$ cat config.mk
export PLATFORM = sky130hd
export DESIGN_NAME = dac_update_sched
export DESIGN_NICKNAME = d
export VERILOG_FILES = /design/src/rtl/dac_update_sched.sv
export SDC_FILE = /design/constraint.sdc
export NUM_CORES = 1
export LEC_CHECK = 0
export ABC_AREA = 1
export ABC_CLOCK_PERIOD_IN_PS = 12300
export CAP_MARGIN = 20
export CORE_MARGIN = 4
export CORE_UTILIZATION = 58
export DETAILED_ROUTE_END_ITERATION = 7
export GPL_TIMING_DRIVEN = 0
export PLACE_DENSITY = 0.85
export REMOVE_ABC_BUFFERS = 1
export SKIP_CTS_REPAIR_TIMING = 1
export SLEW_MARGIN = 20
export SYNTH_ARGS = -nofsm -noshare
export SYNTH_HDL_FRONTEND = slang
export SYNTH_SLANG_ARGS = --single-unit
export TNS_END_PERCENT = 1
$ cat constraint.sdc
create_clock -name clk -period 12.3 [get_ports clk]
set_clock_uncertainty 0.05 [all_clocks]
set_input_delay 1.845 -clock clk [delete_from_list [all_inputs] [get_ports clk]]
set_output_delay 1.845 -clock clk [all_outputs]
set_load 0.01 [all_outputs]
$ cat src/rtl/dac_update_sched.sv
// DAC update scheduler: arbitrates shadow writes from two requesters, snapshots them into
// the DAC data outputs and sequences trig/busy windows for the serializer.
module dac_update_sched #(
    parameter int UPDATE_PERIOD = 8000,
    parameter int TRIG_LEN      = 4,
    parameter int BUSY_CYCLES   = 400
) (
    input  logic        clk,
    input  logic        reset,
    input  logic        enable,
    input  logic        force_update,
    input  logic        loop_wr_en,
    input  logic [1:0]  loop_wr_ch,
    input  logic [15:0] loop_wr_data,
    input  logic        host_wr_en,
    input  logic [1:0]  host_wr_ch,
    input  logic [15:0] host_wr_data,
    output logic        loop_wr_ack,
    output logic        host_wr_ack,
    output logic [15:0] dac_data1,
    output logic [15:0] dac_data2,
    output logic [15:0] dac_data3,
    output logic [15:0] dac_data4,
    output logic        dac_trig,
    output logic        busy,
    output logic        overrun,
    input  logic        overrun_clr,
    output logic [15:0] update_count
);

    typedef enum logic [1:0] {S_IDLE, S_LATCH, S_TRIG, S_BUSY} state_t;

    localparam int CNT_MAX = (TRIG_LEN > BUSY_CYCLES) ? TRIG_LEN : BUSY_CYCLES;
    localparam int SW      = $clog2(CNT_MAX + 1);
    localparam int PW      = $clog2(UPDATE_PERIOD + 1);
    localparam logic [SW-1:0] TRIG_LAST   = SW'(TRIG_LEN - 1);
    localparam logic [SW-1:0] BUSY_LAST   = SW'(BUSY_CYCLES - 1);
    localparam logic [PW-1:0] PERIOD_LAST = PW'(UPDATE_PERIOD - 1);

    state_t             state, state_next;
    logic [SW-1:0]      state_cnt;
    logic [PW-1:0]      period_cnt;
    logic               tick, req, pending, host_lost;
    logic               loop_grant, host_grant, wr_en;
    logic [1:0]         wr_ch;
    logic [15:0]        wr_data;
    logic [3:0][15:0]   shadow, shadow_next, dac_data;
    logic               latch_en;

    // Loop has priority, except right after host lost a collision; acks are
    // combinational so the write lands at the end of the ack cycle.
    always_comb begin
        loop_grant  = loop_wr_en && !(host_wr_en && host_lost);
        host_grant  = host_wr_en && !loop_grant;
        loop_wr_ack = loop_grant && !reset;
        host_wr_ack = host_grant && !reset;
        wr_en       = loop_wr_ack || host_wr_ack;
        wr_ch       = loop_wr_ack ? loop_wr_ch : host_wr_ch;
        wr_data     = loop_wr_ack ? loop_wr_data : host_wr_data;
    end

    always_comb begin
        shadow_next = shadow;
        if (wr_en)
            shadow_next[wr_ch] = wr_data;
    end

    always_ff @(posedge clk or posedge reset) begin
        if (reset) begin
            host_lost <= 1'b0;
            shadow    <= '0;
        end else begin
            host_lost <= host_wr_en && loop_wr_ack;
            shadow    <= shadow_next;
        end
    end

    always_ff @(posedge clk or posedge reset) begin
        if (reset)
            period_cnt <= '0;
        else if (!enable || period_cnt == PERIOD_LAST)
            period_cnt <= '0;
        else
            period_cnt <= period_cnt + 1'b1;
    end

    assign tick = enable && (period_cnt == PERIOD_LAST);
    assign req  = tick || force_update;

    // A new request wins over the clear so one arriving on the IDLE->LATCH edge is kept.
    always_ff @(posedge clk or posedge reset) begin
        if (reset) begin
            pending <= 1'b0;
            overrun <= 1'b0;
        end else begin
            if (req)
                pending <= 1'b1;
            else if (state == S_IDLE && pending)
                pending <= 1'b0;
            if (req && pending)
                overrun <= 1'b1;
            else if (overrun_clr)
                overrun <= 1'b0;
        end
    end

    always_ff @(posedge clk or posedge reset) begin
        if (reset)
            state <= S_IDLE;
        else
            state <= state_next;
    end

    always_comb begin
        state_next = state;
        case (state)
            S_IDLE:  if (pending) state_next = S_LATCH;
            S_LATCH: state_next = S_TRIG;
            S_TRIG:  if (state_cnt == TRIG_LAST) state_next = S_BUSY;
            S_BUSY:  if (state_cnt == BUSY_LAST) state_next = S_IDLE;
            default: state_next = S_IDLE;
        endcase
    end

    always_comb begin
        busy     = (state != S_IDLE);
        latch_en = (state == S_LATCH);
    end

    always_ff @(posedge clk or posedge reset) begin
        if (reset)
            state_cnt <= '0;
        else if (state_next != state || !(state == S_TRIG || state == S_BUSY))
            state_cnt <= '0;
        else
            state_cnt <= state_cnt + 1'b1;
    end

    always_ff @(posedge clk or posedge reset) begin
        if (reset) begin
            dac_trig     <= 1'b0;
            dac_data     <= '0;
            update_count <= '0;
        end else begin
            dac_trig <= (state_next == S_TRIG);
            if (latch_en) begin
                dac_data     <= shadow_next;
                update_count <= update_count + 16'd1;
            end
        end
    end

    assign dac_data1 = dac_data[0];
    assign dac_data2 = dac_data[1];
    assign dac_data3 = dac_data[2];
    assign dac_data4 = dac_data[3];

endmodule

==> flow_summary.ini, run 1 <==
[status]
status = complete, no violations

[cts]
numCtsBuffers = 17
clock_path_buffers = 2
cts_tree = yes
clkLatencyLatePin_ns = 0.43
clkTransAtPathRegs_ns = 0.06
root_buffer = clkbuf_16
cts-htree-levels = 4
cts_sinks = 172

[timing]
fin_ws_ns = 5.44
tightest_slew_ns = 1.01
max_freq_mhz = 146
hold_viol = 0
post-route-period-util = 0.558
period_minus_slack_ns = 6.86
slew_viol_final = 0
fin_hold_ws_ns = 0.410
relSlewSlack = 0.325
setup_viol = 0
setup-tns-final_ns = 0
rsz0062_at_grt = no

[grt]
track_usage = 0.241
gr-total-overflow = 0
grt_pass1_wl_um = 30500
grt_pass1_vias = 6462
antenna_found_initial = 0
grt_max_degree = 98

[place]
place_inst = 1206
place_ws_ns = 5.37
place_area_um2 = 9330
io_buffers = 127
hpwl_um = 11200
place_congestion = 0.837

[setup_path]
cp_data_arrival_time_ns = 4.97
cp-end-kind = output port
critPathRequiredTime_ns = 10.40
r2r-end = shadow[33]
crit_type = input port to output port
cp-start-kind = input port
r2r-start = host_lost
cp_max_fo = 97
reg2regPathDepth = 7
rrSetupSlack_ns = 9.07

[final_layout]
final_cell_mix = nand2_1, dfrtp_1, nand3_1, clkdlybuf4s50_1, inv_1
final_core_util = 0.743
fin_cells = 1238
final_common_cell = nand2_1
nNetsFinal = 1095
multi_input_area_um2 = 3030
stdcell_area_um2 = 9920
nFillCells = 989
drive_above_1_share = 0.0546
syn_to_final_growth_pct = 24.0
num_antenna_cells = 0
regArea_um2 = 4300

[synth]
syn_avg_cell_area_um2 = 8.54
synth_edf_count = 0
synthCells = 936
ys.warnings.count = 0
synth_cell_types = 32
ys.flop_type = dfrtp_1
synthArstFlopShare = 1.00
seq_area_frac_synth = 0.538
synth_area_um2 = 8000
ys_seq_elements = 172

[flow_run]
drv_cap = 0

[worst_hold_path]
holdPathStages = 1
hold_path_startpoint = state_cnt[0]
min_path_type = register to register
whs_endpoint = state_cnt[0]

[pwr]
peakVddDrop_mv = 0.105
p_leak_nw = 4.76
power_mw = 1.45
power.density_nw_per_um2 = 147

[routing]
via_per_inst = 5.24
drtAntennaViolNets = 0
drt_iter0_drc = 516
dr.pass1.iters = 5
drt_drc_violations_left = 0
wl_um = 18400
vias = 6486
wl_per_cell_um = 14.8

[floorplanning]
ios = 128
start_util = 0.599
core_area_um2 = 13300
dieArea_um2 = 15700
placementRows = 42
dieWidth_um = 125
die_y_um = 125
==> flip-flops by register name (all words and copies together) (netlist names) <==
name / flops
dac_trig: 1
state_cnt: 9
update_count: 16
state: 2
shadow: 64
overrun: 1
pending: 1
dac_data4: 16
period_cnt: 13
dac_data2: 16
host_lost: 1
dac_data1: 16
dac_data3: 16
==> critical path, stage by stage <==
cell,delay (ns)
clkdlybuf4s50_1,0.49
inv_8,0.49
buf_16,0.40
nand3_2,0.88
inv_1,0.21
clkdlybuf4s50_1,0.56
==> cells by family after synthesis <==
| family | Yosys count | share of synthesized area |
|---|---|---|
| simple gates | 559 | 0.328 |
| xor+xnor | 25 | 0.0274 |
| compound gates | 23 | 0.0171 |
| flops | 172 | 0.538 |
| fa+ha+maj | 3 | 0.00469 |
| buf+inv | 154 | 0.0842 |
==> layer usage <==
| metal | track usage | routed length (um) | part of all wire | up-vias |
|---|---|---|---|---|
| met5 | 0 | 0 | 0 | - |
| met4 | 0.0918 | 374 | 0.020 | 0 |
| met3 | 0.0627 | 1130 | 0.061 | 33 |
| met2 | 0.393 | 8850 | 0.48 | 206 |
| met1 | 0.311 | 8030 | 0.44 | 3108 |
| li1 | - | - | - | 3139 |
==> cells in the mapped netlist (2+ instances only) <==
| cell type | n | area share |
|---|---|---|
| a21oi_1 | 3 | 0.0019 |
| and2_1 | 64 | 0.050 |
| buf_1 | 6 | 0.0028 |
| buf_2 | 10 | 0.0063 |
| buf_4 | 4 | 0.0038 |
| buf_6 | 9 | 0.013 |
| clkbuf_1 | 6 | 0.0028 |
| dfrtp_1 | 172 | 0.54 |
| ha_1 | 3 | 0.0047 |
| inv_1 | 117 | 0.055 |
| inv_2 | 2 | 0.00094 |
| nand2_1 | 267 | 0.13 |
| nand2_4 | 7 | 0.0099 |
| nand3_1 | 146 | 0.091 |
| nand3_4 | 4 | 0.0088 |
| nand4_1 | 11 | 0.0086 |
| nor2_1 | 47 | 0.022 |
| nor3_1 | 6 | 0.0038 |
| o21ai_0 | 5 | 0.0031 |
| o21ai_1 | 10 | 0.0063 |
| o21ai_2 | 3 | 0.0033 |
| xnor2_1 | 10 | 0.011 |
| xor2_1 | 15 | 0.016 |
==> where the power goes <==
group	leakage [nW]	switching, mW	internal (mW)
clock	0.286	0.234	0.303
combinational	2.60	0.134	0.112
sequential	1.87	0.0287	0.643
==> final cells by class <==
cell class	count	area share
well taps	176	0.0222
repair buffers	129	0.133
clock buffers	17	0.0429
flip-flops and latches	172	0.434
multi-input cells	610	0.305
clock inverters	15	0.0168
inverters	119	0.0460
==> how the worst max path moves through the flow <==
stage               startpoint           to  slack [ns]
floorplan                reset  loop_wr_ack        4.99
global placement         reset  loop_wr_ack        2.75
detailed placement       reset  loop_wr_ack        5.37
CTS                      reset  loop_wr_ack        5.37
global route             reset  loop_wr_ack        5.09
finish                   reset  loop_wr_ack        5.44
Power figures use the tool's default switching activity.
==> run 2: changes to the inputs <==
--- a/config.mk
+++ b/config.mk
@@ -6,13 +6,13 @@
 export NUM_CORES = 1
 export LEC_CHECK = 0
 export ABC_AREA = 1
-export ABC_CLOCK_PERIOD_IN_PS = 12300
+export ABC_CLOCK_PERIOD_IN_PS = 7180
 export CAP_MARGIN = 20
 export CORE_MARGIN = 4
-export CORE_UTILIZATION = 58
+export CORE_UTILIZATION = 54
 export DETAILED_ROUTE_END_ITERATION = 7
 export GPL_TIMING_DRIVEN = 0
-export PLACE_DENSITY = 0.85
+export PLACE_DENSITY = 0.8
 export REMOVE_ABC_BUFFERS = 1
 export SKIP_CTS_REPAIR_TIMING = 1
 export SLEW_MARGIN = 20
==> constraint.sdc (replaced) <==
create_clock -name clk -period 7.18 [get_ports clk]
set_clock_uncertainty 0.05 [all_clocks]
set_input_delay 1.077 -clock clk [delete_from_list [all_inputs] [get_ports clk]]
set_output_delay 1.077 -clock clk [all_outputs]
set_load 0.01 [all_outputs]
==> run 2 against run 1 <==
  * Register-to-register slack worse by 5.0 ns
  * Setup slack got worse by 3.5 ns
  * Final cell count rose by 0.57%
  * Critical path type unchanged
  * Critical endpoint unchanged
  * Largest cell class unchanged
==> flow_summary.ini, run 2 (same netlist as run 1, synthesis figures left out) <==
[pwr]
power.density_nw_per_um2 = 252
peakVddDrop_mv = 0.164
p_leak_nw = 4.76

[place]
hpwl_um = 11100
io_buffers = 127
place_ws_ns = 1.83
place_area_um2 = 9340
place_congestion = 0.769

[setup_path]
critPathRequiredTime_ns = 6.05
cp-start-kind = input port
cp_max_fo = 100
cp_data_arrival_time_ns = 4.16
crit_slowest_cell = nand3_2
crit_top_cell = clkdlybuf4s50_1
worstPathCellList = clkdlybuf4s50_1 -> inv_8 -> buf_16 -> nand3_2 -> inv_1 -> clkdlybuf4s50_1
cp-end-kind = output port
crit_type = input port to output port
cpPeakStageDelay_ns = 0.81

[final_layout]
num_antenna_cells = 0
nNetsFinal = 1095
regArea_um2 = 4300
final_core_util = 0.684
nFillCells = 1163
syn_to_final_growth_pct = 24.3
drive_above_1_share = 0.0528
largest_reg_flops = 64
multi_input_area_um2 = 3030
stdcell_area_um2 = 9940
largest-register = shadow
final_cell_mix = nand2_1, dfrtp_1, nand3_1, clkdlybuf4s50_1, inv_1
final_common_cell = nand2_1

[floorplanning]
core_area_um2 = 14500
ios = 128
placementRows = 44
die_y_um = 130
dieWidth_um = 130
start_util = 0.550
dieArea_um2 = 16800

[timing]
relSlewSlack = 0.379
slew_viol_final = 0
post-route-period-util = 0.736
tightest_slew_ns = 0.931
setup_viol = 0
period_minus_slack_ns = 5.28
hold_viol = 0
max_freq_mhz = 189
rsz0062_at_grt = no
fin_ws_ns = 1.90
setup-tns-final_ns = 0

[grt]
grt_pass1_wl_um = 29500
gr-total-overflow = 0
grt_pass1_vias = 6179
track_usage = 0.222
grt_max_degree = 101
antenna_found_initial = 0

[routing]
drt_iter0_drc = 441
wl_per_cell_um = 14.1
wl_um = 17600
dr.pass1.iters = 4
drtAntennaViolNets = 0
vias = 6297
drt_drc_violations_left = 0
via_per_inst = 5.06

[cts]
clkTransAtPathRegs_ns = 0.06
cts-htree-levels = 4
root_buffer = clkbuf_16
cts_tree = yes
cts_sinks = 172
clock_path_buffers = 2
numCtsBuffers = 17
clkLatencyLatePin_ns = 0.42

[worst_hold_path]
min_path_type = register to register

[status]
status = complete, no violations

[flow_run]
drv_cap = 0
==> run 2: cell count changes in the layout (fill, tap and decap cells not counted) <==
cell,previous run,this run
inv_8,2,1
clkbuf_8,0,1
inv_6,3,4
clkbuf_1,0,1
clkinv_4,5,2
bufinv_16,2,3
clkinv_2,2,1
==> run 2: per-stage QoR <==
step / instances / total power, mW / hold slack [ns]
after floorplan: 901 / 1.42 / 0.383
after CTS: 1245 / 2.52 / 0.415
after global placement: 1212 / 1.56 / 0.400
final: 1245 / 2.51 / 0.415
after global routing: 1245 / 2.63 / 0.444
after detailed placement: 1214 / 1.58 / 0.406
==> run 2: area by class of cell <==
class                           instances  share of cell area
Timing Repair Buffer                  129               0.133
Clock buffer                           19              0.0446
Inverter                              119              0.0459
Multi-Input combinational cell        610               0.304
Clock inverter                         12              0.0164
Sequential cell                       172               0.433
Tap cell                              184              0.0232
==> run 2: power by group <==
part	total [mW]	leakage [nW]	internal, mW	switching, mW
clock	0.947	0.291	0.560	0.387
sequential	1.15	1.87	1.10	0.0482
combinational	0.412	2.60	0.191	0.221
==> run 2: routing by layer <==
layer,global-route usage,wire length (um),up-vias
met5,0,0,-
met3,0.0495,1020,9
met2,0.360,8370,170
met4,0.0556,132,0
met1,0.306,8060,2988
li1,-,-,3130
==> run 2: worst max-delay path, delay by kind of cell <==
kind                   cells  cell delay [ns]
buffers and inverters      5             2.15
and+or+nand+nor            1             0.81
==> run 2: worst paths after layout <==
| check | slack (ns) | end | cells after the start | start |
|---|---|---|---|---|
| worst min-delay path | 0.42 | state_cnt[0] | 1 | state_cnt[0] |
| max in group asynchronous | 5.13 | shadow[22] | 3 | reset |
| worst max-delay path | 1.90 | loop_wr_ack | 6 | reset |
| worst min register to register | 0.42 | state_cnt[0] | 1 | state_cnt[0] |
| worst max register to register | 4.08 | shadow[54] | 7 | host_lost |
| min in group asynchronous | 1.13 | dac_data4[2] | 2 | reset |
==> run 3: changes to the inputs <==
--- a/config.mk
+++ b/config.mk
@@ -6,7 +6,7 @@
 export NUM_CORES = 1
 export LEC_CHECK = 0
 export ABC_AREA = 1
-export ABC_CLOCK_PERIOD_IN_PS = 7180
+export ABC_CLOCK_PERIOD_IN_PS = 5200
 export CAP_MARGIN = 20
 export CORE_MARGIN = 4
 export CORE_UTILIZATION = 54
==> constraint.sdc (replaced) <==
create_clock -name clk -period 5.2 [get_ports clk]
set_clock_uncertainty 0.05 [all_clocks]
set_input_delay 0.78 -clock clk [delete_from_list [all_inputs] [get_ports clk]]
set_output_delay 0.78 -clock clk [all_outputs]
set_load 0.01 [all_outputs]
==> results of run 3 <==
Same layout as run 2 (identical final DEF). Status: complete, no violations.
Among the figures that moved: setup slack after placement 1.83 ns -> 0.206 ns; setup slack after layout 1.90 ns -> 0.509 ns; register-to-register setup slack 4.08 ns -> 2.10 ns; total power 2.51 mW -> 3.46 mW; worst IR drop on VDD 0.164 mV -> 0.226 mV
